File: src/rtl/iomem_pkg.sv
// iomem_pkg: shared types and widths for the iomem bus initiator.
package iomem_pkg;

   localparam int IOMEM_AW              = 32;
   localparam int IOMEM_DW              = 32;
   localparam int IOMEM_SW              = 4;
   localparam int IOMEM_TIMEOUT_DEFAULT = 255;

   typedef enum logic [1:0] {
      IDLE = 2'd0,
      REQ  = 2'd1,
      RSP  = 2'd2
   } state_t;

endpackage

File: src/rtl/iomem_timeout.sv
// iomem_timeout: clearable, enable-gated saturating cycle counter.
// expired is high while the count equals LIMIT. It is used only when
// IOMEM_MASTER_TIMEOUT_EN is defined.
module iomem_timeout #(
   parameter int TW    = 8,
   parameter int LIMIT = 255
) (
   input  logic ck,
   input  logic rst,
   input  logic clr,
   input  logic en,
   output logic expired
);

   localparam logic [TW-1:0] LIMIT_V = TW'(LIMIT);

   logic [TW-1:0] count;

   // Clear wins over count; the counter saturates at all-ones.
   always_ff @(posedge ck or posedge rst) begin
      if (rst) begin
         count <= '0;
      end else if (clr) begin
         count <= '0;
      end else if (en && (count != '1)) begin
         count <= count + TW'(1);
      end
   end

   assign expired = (count == LIMIT_V);

endmodule

File: src/rtl/iomem_master.sv
// iomem_master: single-outstanding iomem bus initiator.
// A command accepted in IDLE is issued on the bus in REQ. The response is
// then offered in RSP until it is consumed.
// Optional IOMEM_MASTER_TIMEOUT_EN: abort REQ after TIMEOUT cycles without
// iomem_ready, and flag the abort on rsp_err.
module iomem_master
   import iomem_pkg::*;
#(
   parameter int TIMEOUT = IOMEM_TIMEOUT_DEFAULT,
   parameter int TW      = 8
) (
   input  logic                ck,
   input  logic                rst,
   input  logic                cmd_valid,
   output logic                cmd_ready,
   input  logic                cmd_we,
   input  logic [IOMEM_AW-1:0] cmd_addr,
   input  logic [IOMEM_DW-1:0] cmd_wdata,
   input  logic [IOMEM_SW-1:0] cmd_wstrb,
   output logic                rsp_valid,
   input  logic                rsp_ready,
   output logic [IOMEM_DW-1:0] rsp_rdata,
   output logic                rsp_err,
   output logic                iomem_valid,
   input  logic                iomem_ready,
   output logic [IOMEM_AW-1:0] iomem_addr,
   output logic [IOMEM_DW-1:0] iomem_wdata,
   output logic [IOMEM_SW-1:0] iomem_wstrb,
   input  logic [IOMEM_DW-1:0] iomem_rdata
);

   state_t state, state_next;
   logic   accept;
   logic   expired;
   logic   is_read;

   assign accept  = cmd_valid && cmd_ready;
   // A write with no strobes is issued on the bus as a read, so the response
   // returns bus data for it.
   assign is_read = (iomem_wstrb == '0);

`ifdef IOMEM_MASTER_TIMEOUT_EN
   iomem_timeout #(
      .TW   (TW),
      .LIMIT(TIMEOUT)
   ) u_timeout (
      .ck     (ck),
      .rst    (rst),
      .clr    (accept),
      .en     (iomem_valid && !iomem_ready),
      .expired(expired)
   );
`else
   assign expired = 1'b0;
`endif

   // State register. Reset leaves REQ at once, so iomem_valid drops asynchronously.
   always_ff @(posedge ck or posedge rst) begin
      if (rst) begin
         state <= IDLE;
      end else begin
         // NOTE: use non-blocking (<=) for every flop. Blocking assignments in a
         // clocked block create read-order races between processes.
         state <= state_next;
      end
   end

   // Next state and handshake outputs.
   always_comb begin
      // NOTE: assign defaults first. Any path that leaves a signal unassigned
      // in always_comb infers a latch.
      state_next  = state;
      cmd_ready   = 1'b0;
      iomem_valid = 1'b0;
      rsp_valid   = 1'b0;
      unique case (state)
         IDLE: begin
            cmd_ready = !rst;
            if (accept) state_next = REQ;
         end
         REQ: begin
            iomem_valid = 1'b1;
            // Ready on the expiry edge wins over the timeout.
            if (iomem_ready || expired) state_next = RSP;
         end
         RSP: begin
            rsp_valid = 1'b1;
            if (rsp_ready) state_next = IDLE;
         end
         default: state_next = IDLE;
      endcase
   end

   // Bus fields are latched on accept and held. Response fields are latched on
   // completion or on timeout.
   always_ff @(posedge ck or posedge rst) begin
      if (rst) begin
         // NOTE: these registers drive ports, so each one gets a reset value.
         // Storage arrays would normally be left unreset.
         iomem_addr  <= '0;
         iomem_wdata <= '0;
         iomem_wstrb <= '0;
         rsp_rdata   <= '0;
         rsp_err     <= 1'b0;
      end else begin
         if (accept) begin
            iomem_addr  <= cmd_addr;
            iomem_wdata <= cmd_wdata;
            iomem_wstrb <= cmd_we ? cmd_wstrb : '0;
         end
         if (state == REQ) begin
            if (iomem_ready) begin
               rsp_rdata <= is_read ? iomem_rdata : '0;
               rsp_err   <= 1'b0;
            end else if (expired) begin
               rsp_rdata <= '0;
               rsp_err   <= 1'b1;
            end
         end
      end
   end

endmodule

File: config.mk
export PLATFORM = sky130hd
export DESIGN_NAME = iomem_master
export DESIGN_NICKNAME = d
export VERILOG_FILES = /design/src/rtl/iomem_pkg.sv /design/src/rtl/iomem_timeout.sv /design/src/rtl/iomem_master.sv
export SDC_FILE = /design/constraint.sdc
export NUM_CORES = 1
export LEC_CHECK = 0
export CORE_UTILIZATION = 41
export DETAILED_ROUTE_END_ITERATION = 12
export HOLD_SLACK_MARGIN = 0.05
export PLACE_DENSITY = 0.87
export SYNTH_ARGS = -nofsm -noshare
export SYNTH_HDL_FRONTEND = slang
export SYNTH_SLANG_ARGS = --single-unit
File: constraint.sdc
create_clock -name ck -period 3.46 [get_ports ck]
set_input_delay 0.519 -clock ck [delete_from_list [all_inputs] [get_ports ck]]
set_output_delay 0.519 -clock ck [all_outputs]
set_load 0.05 [all_outputs]
After elaboration in Yosys (flattened, before gate mapping):

Cells that the tools add are included.

* flip-flop bits (word level): 102
* latch bits: 0
* output and inout bits: 104
* bits in writable memories: 0
* word-level logic and storage cells: 25
* memory bits (read-only): 0
* input port bits: 106
* memories kept: 0

* magnitude comparators: 0
* multiplexer cells: 9
* $add $sub $neg: 0
* $mul: 0
* equal/unequal tests: 5
* bitwise operators: 0
* reductions and logical operators: 6
* shift-type cells: 0
* div/mod/pow operators: 0

Operators by type and width (count)
* two-way mux 32 bit: 1
* two-way mux 2 bit: 3
* != test 2 bit, second input constant: 3
* one-hot mux 2 bit (3 select lines): 1
* zero test 4 bit: 1
* two-way mux 4 bit: 1
* two-way mux 1 bit: 3
* AND reduction 3 bit: 1
* == test 2 x 1 -> 1 bit, second input constant: 1
* == test 2 bit, second input constant: 1
* zero test 2 bit: 1
* AND reduction 2 bit: 1
* logical AND 1 bit: 1
* zero test 1 bit: 1

Longest topological paths before layout:

* word-level depth: 5
* gate-level depth with buffers: 5
* depth with buffers taken out: 2

Least setup slack after synthesis:

No wires, ideal clock.

* path type: input to output
* start: input port rst
* end: output port cmd_ready
* slack: 1377 ps
* required time: 2941 ps
* cell stages on the path: 1
* data arrival time: 1564 ps
* buffers on the path: 0
* path through: nor3_1

* cells in the longest elaborated chain, start to end: 2

RTL lines
* start, declared: line iomem_master.sv:13 `input logic rst,`
* zero test 1 bit (no source line)
* two-way mux 1 bit: line iomem_master.sv:76 `unique case (state)`
* end, declared: line iomem_master.sv:15 `output logic cmd_ready,`

Every way passes these cells.

Worst setup path after layout:

Ends and elaborated chain as after synthesis.

==> qor.csv <==
metric,value,unit
final_common_cell,clkdlybuf4s50_1,
grt_pass1_vias,3365,
syn_inst,310,
core_area,10300,um2
grt_pass1_wl,17.3,mm
grt_max_degree,70,
clk_path_buf_depth,2,
yosysUniqueCellTypes,21,
slew-limit-headroom,0.385,
initial_utilization,0.420,
min_period,2.55,ns
overflow,0,
crit_path_end_kind,primary output,
cp_slowest_stage_delay,0.82,ns
drt_iter0_drc,130,
syn-num-nets,416,
cp-endpoint,cmd_ready,
synth.cell_area,4320,um2
timing.setup.tns,0,ns
cp_top_family,buffers and inverters,
viasPerCell,4.79,
critPathLaunch,rst,
min_period_over_period,0.738,
tritoncts,yes,
cp-start-kind,primary input,
drive_above_1_share,0.221,
dp_hpwl,7.68,mm
num_io_pins,210,
die_h,105,um
diodes,0,
fin_ws,0.906,ns
arrival,2.03,ns
hold_path.class,flop to flop,
final_nets,617,
cts_resized,0,
yosysTopAreaCellShare,0.591,
cts-htree-levels,3,
ant_nets,0,
setup_viol_count_final,0,
rsz0062_at_grt,false,
ys_warn_count,0,
timing.rr.end,rsp_rdata[30],
path_class,primary input to primary output,
slowest_stage,clkdlybuf4s50_1,
place_congestion,0.799,
antenna_found_initial,0,
wl_met3,810,um
firstDrtPassIters,6,
portBuffers,208,
dp_slack,0.897,ns
clk_pin_slew,0.09,ns
hold_viol_final,0,
ff2ff_path_depth,2,
path_common_cell,clkdlybuf4s50_1,
holdBufCountCts,0,
cts_sinks,102,
top_layer,met4,
wl_per_cell,16.4,um
ys_ff_latch,102,
max_cap_viol_count,0,
clock.fmax,0.392,GHz
die_area,10900,um2
crit_buf_inv,2,
insertion_delay,0.35,ns
crit_chain,"clkdlybuf4s50_1, nor3_1, clkdlybuf4s50_1",
rrSetupSlack,1.39,ns
die_w,105,um
post_cts_buffers,0,
ys_top_cells_by_area,"dfrtp_1, mux2_2, o32ai_2",
finClkSkew,0.00704,ns
drt-met1-wl,4.23,mm
slew_viol_final,0,
numCtsBuffers,9,
synth_area_per_cell,13.9,um2
mostFrequentLayoutCells,"clkdlybuf4s50_1, dfrtp_1, mux2_2",
root_buffer,clkbuf_8,
groute.usage.overall,0.202,
cp.depth,3,
num_rows,37,
p_leak,2.74,nW
syn_to_final_growth,54.7,%
required,2.94,ns
rr_startpoint,iomem_wstrb[0],
irDropWorstVdd,0.514,mV
synth_seq_area_share,0.591,
worst_pin_slew,0.923,ns
remaining_drc_errors,0,
dr_total_vias,3118,
p_per_area,905,nW/um2
outcome,"complete, no violations",
wl,10.7,mm
cp_max_fo,3,
met2_length,5.45,mm
synth_top_cell_by_area,dfrtp_1,
==> sequential cells by signal (all words and copies together) (netlist names) <==
| signal | count |
|---|---|
| iomem_addr | 32 |
| iomem_wdata | 32 |
| iomem_wstrb | 4 |
| rsp_rdata | 32 |
| state | 2 |
==> through the flow <==
stage	cell area [um2]	hold slack (ns)	total power, mW	instances	utilization
finish	6680	0.494	6.05	651	0.650
global route	6680	0.519	6.31	651	0.650
CTS	6680	0.499	6.10	651	0.650
detailed placement	6510	0.478	5.40	636	0.633
global placement	6510	0.470	5.32	636	0.633
floorplan	4320	0.654	4.20	310	-
==> worst register-to-register path: stages (launching register included) <==
cell and delay (ns):
dfrtp_1 0.41, or4_2 1.12, o32ai_1 0.44
==> report_power, final <==
part	internal, mW	switching [mW]	leakage [nW]
logic	1.23	2.26	1.40
clock network	0.297	0.387	0.0845
registers	1.64	0.242	1.25
total	3.16	2.89	2.74
==> metal layers <==
metal / track usage / vias up
met4: 0.0815 / 0
met5: 0 / -
li1: - / 1456
met1: 0.243 / 1509
met2: 0.342 / 139
met3: 0.0580 / 14
==> cell usage after synthesis <==
cell / instances
mux2_1: 5
o32ai_1: 2
nand2b_1: 1
buf_4: 2
or4_1: 1
a21o_1: 1
nor3_1: 1
buf_2: 12
mux2_2: 59
o32ai_2: 30
clkbuf_1: 6
nor4b_4: 1
dfrtp_1: 102
conb_1: 1
o21bai_1: 1
mux2i_1: 4
nand2_1: 36
nor2b_1: 1
buf_6: 4
inv_1: 39
and3b_1: 1
==> worst min path at each step <==
| stage | slack (ns) | start | depth (start not counted) | endpoint |
|---|---|---|---|---|
| 2_1_floorplan | 0.65 | cmd_addr[0] | 1 | iomem_addr[0] |
| 3_3_place_gp | 0.47 | iomem_wdata[30] | 1 | iomem_wdata[30] |
| 3_5_place_dp | 0.48 | iomem_wdata[30] | 1 | iomem_wdata[30] |
| 4_1_cts | 0.50 | iomem_wdata[30] | 1 | iomem_wdata[30] |
| 5_1_grt | 0.52 | iomem_wdata[30] | 1 | iomem_wdata[30] |
| 6_report | 0.49 | iomem_wdata[30] | 1 | iomem_wdata[30] |
==> area by class of cell <==
class / instances / area [um2]
clock buffers: 12 / 155
clock inverters: 3 / 20.0
flip-flops and latches: 102 / 2550
well taps: 136 / 170
multi-input cells: 145 / 1480
inverters: 39 / 149
repair buffers: 214 / 2150
fillers: 790 / 3600
==> cell families (layout without fill, tap and decap cells) <==
family                 Yosys count  after routing  share of synthesized area
DFF                            102            102                      0.591
other                            1              1                   0.000868
muxes                           68             68                      0.176
buffers and inverters           63            268                     0.0669
AOI/OAI and AO/OA               34             34                      0.121
and+or+nand+nor                 42             42                     0.0446
Power figures use the tool's default switching activity.
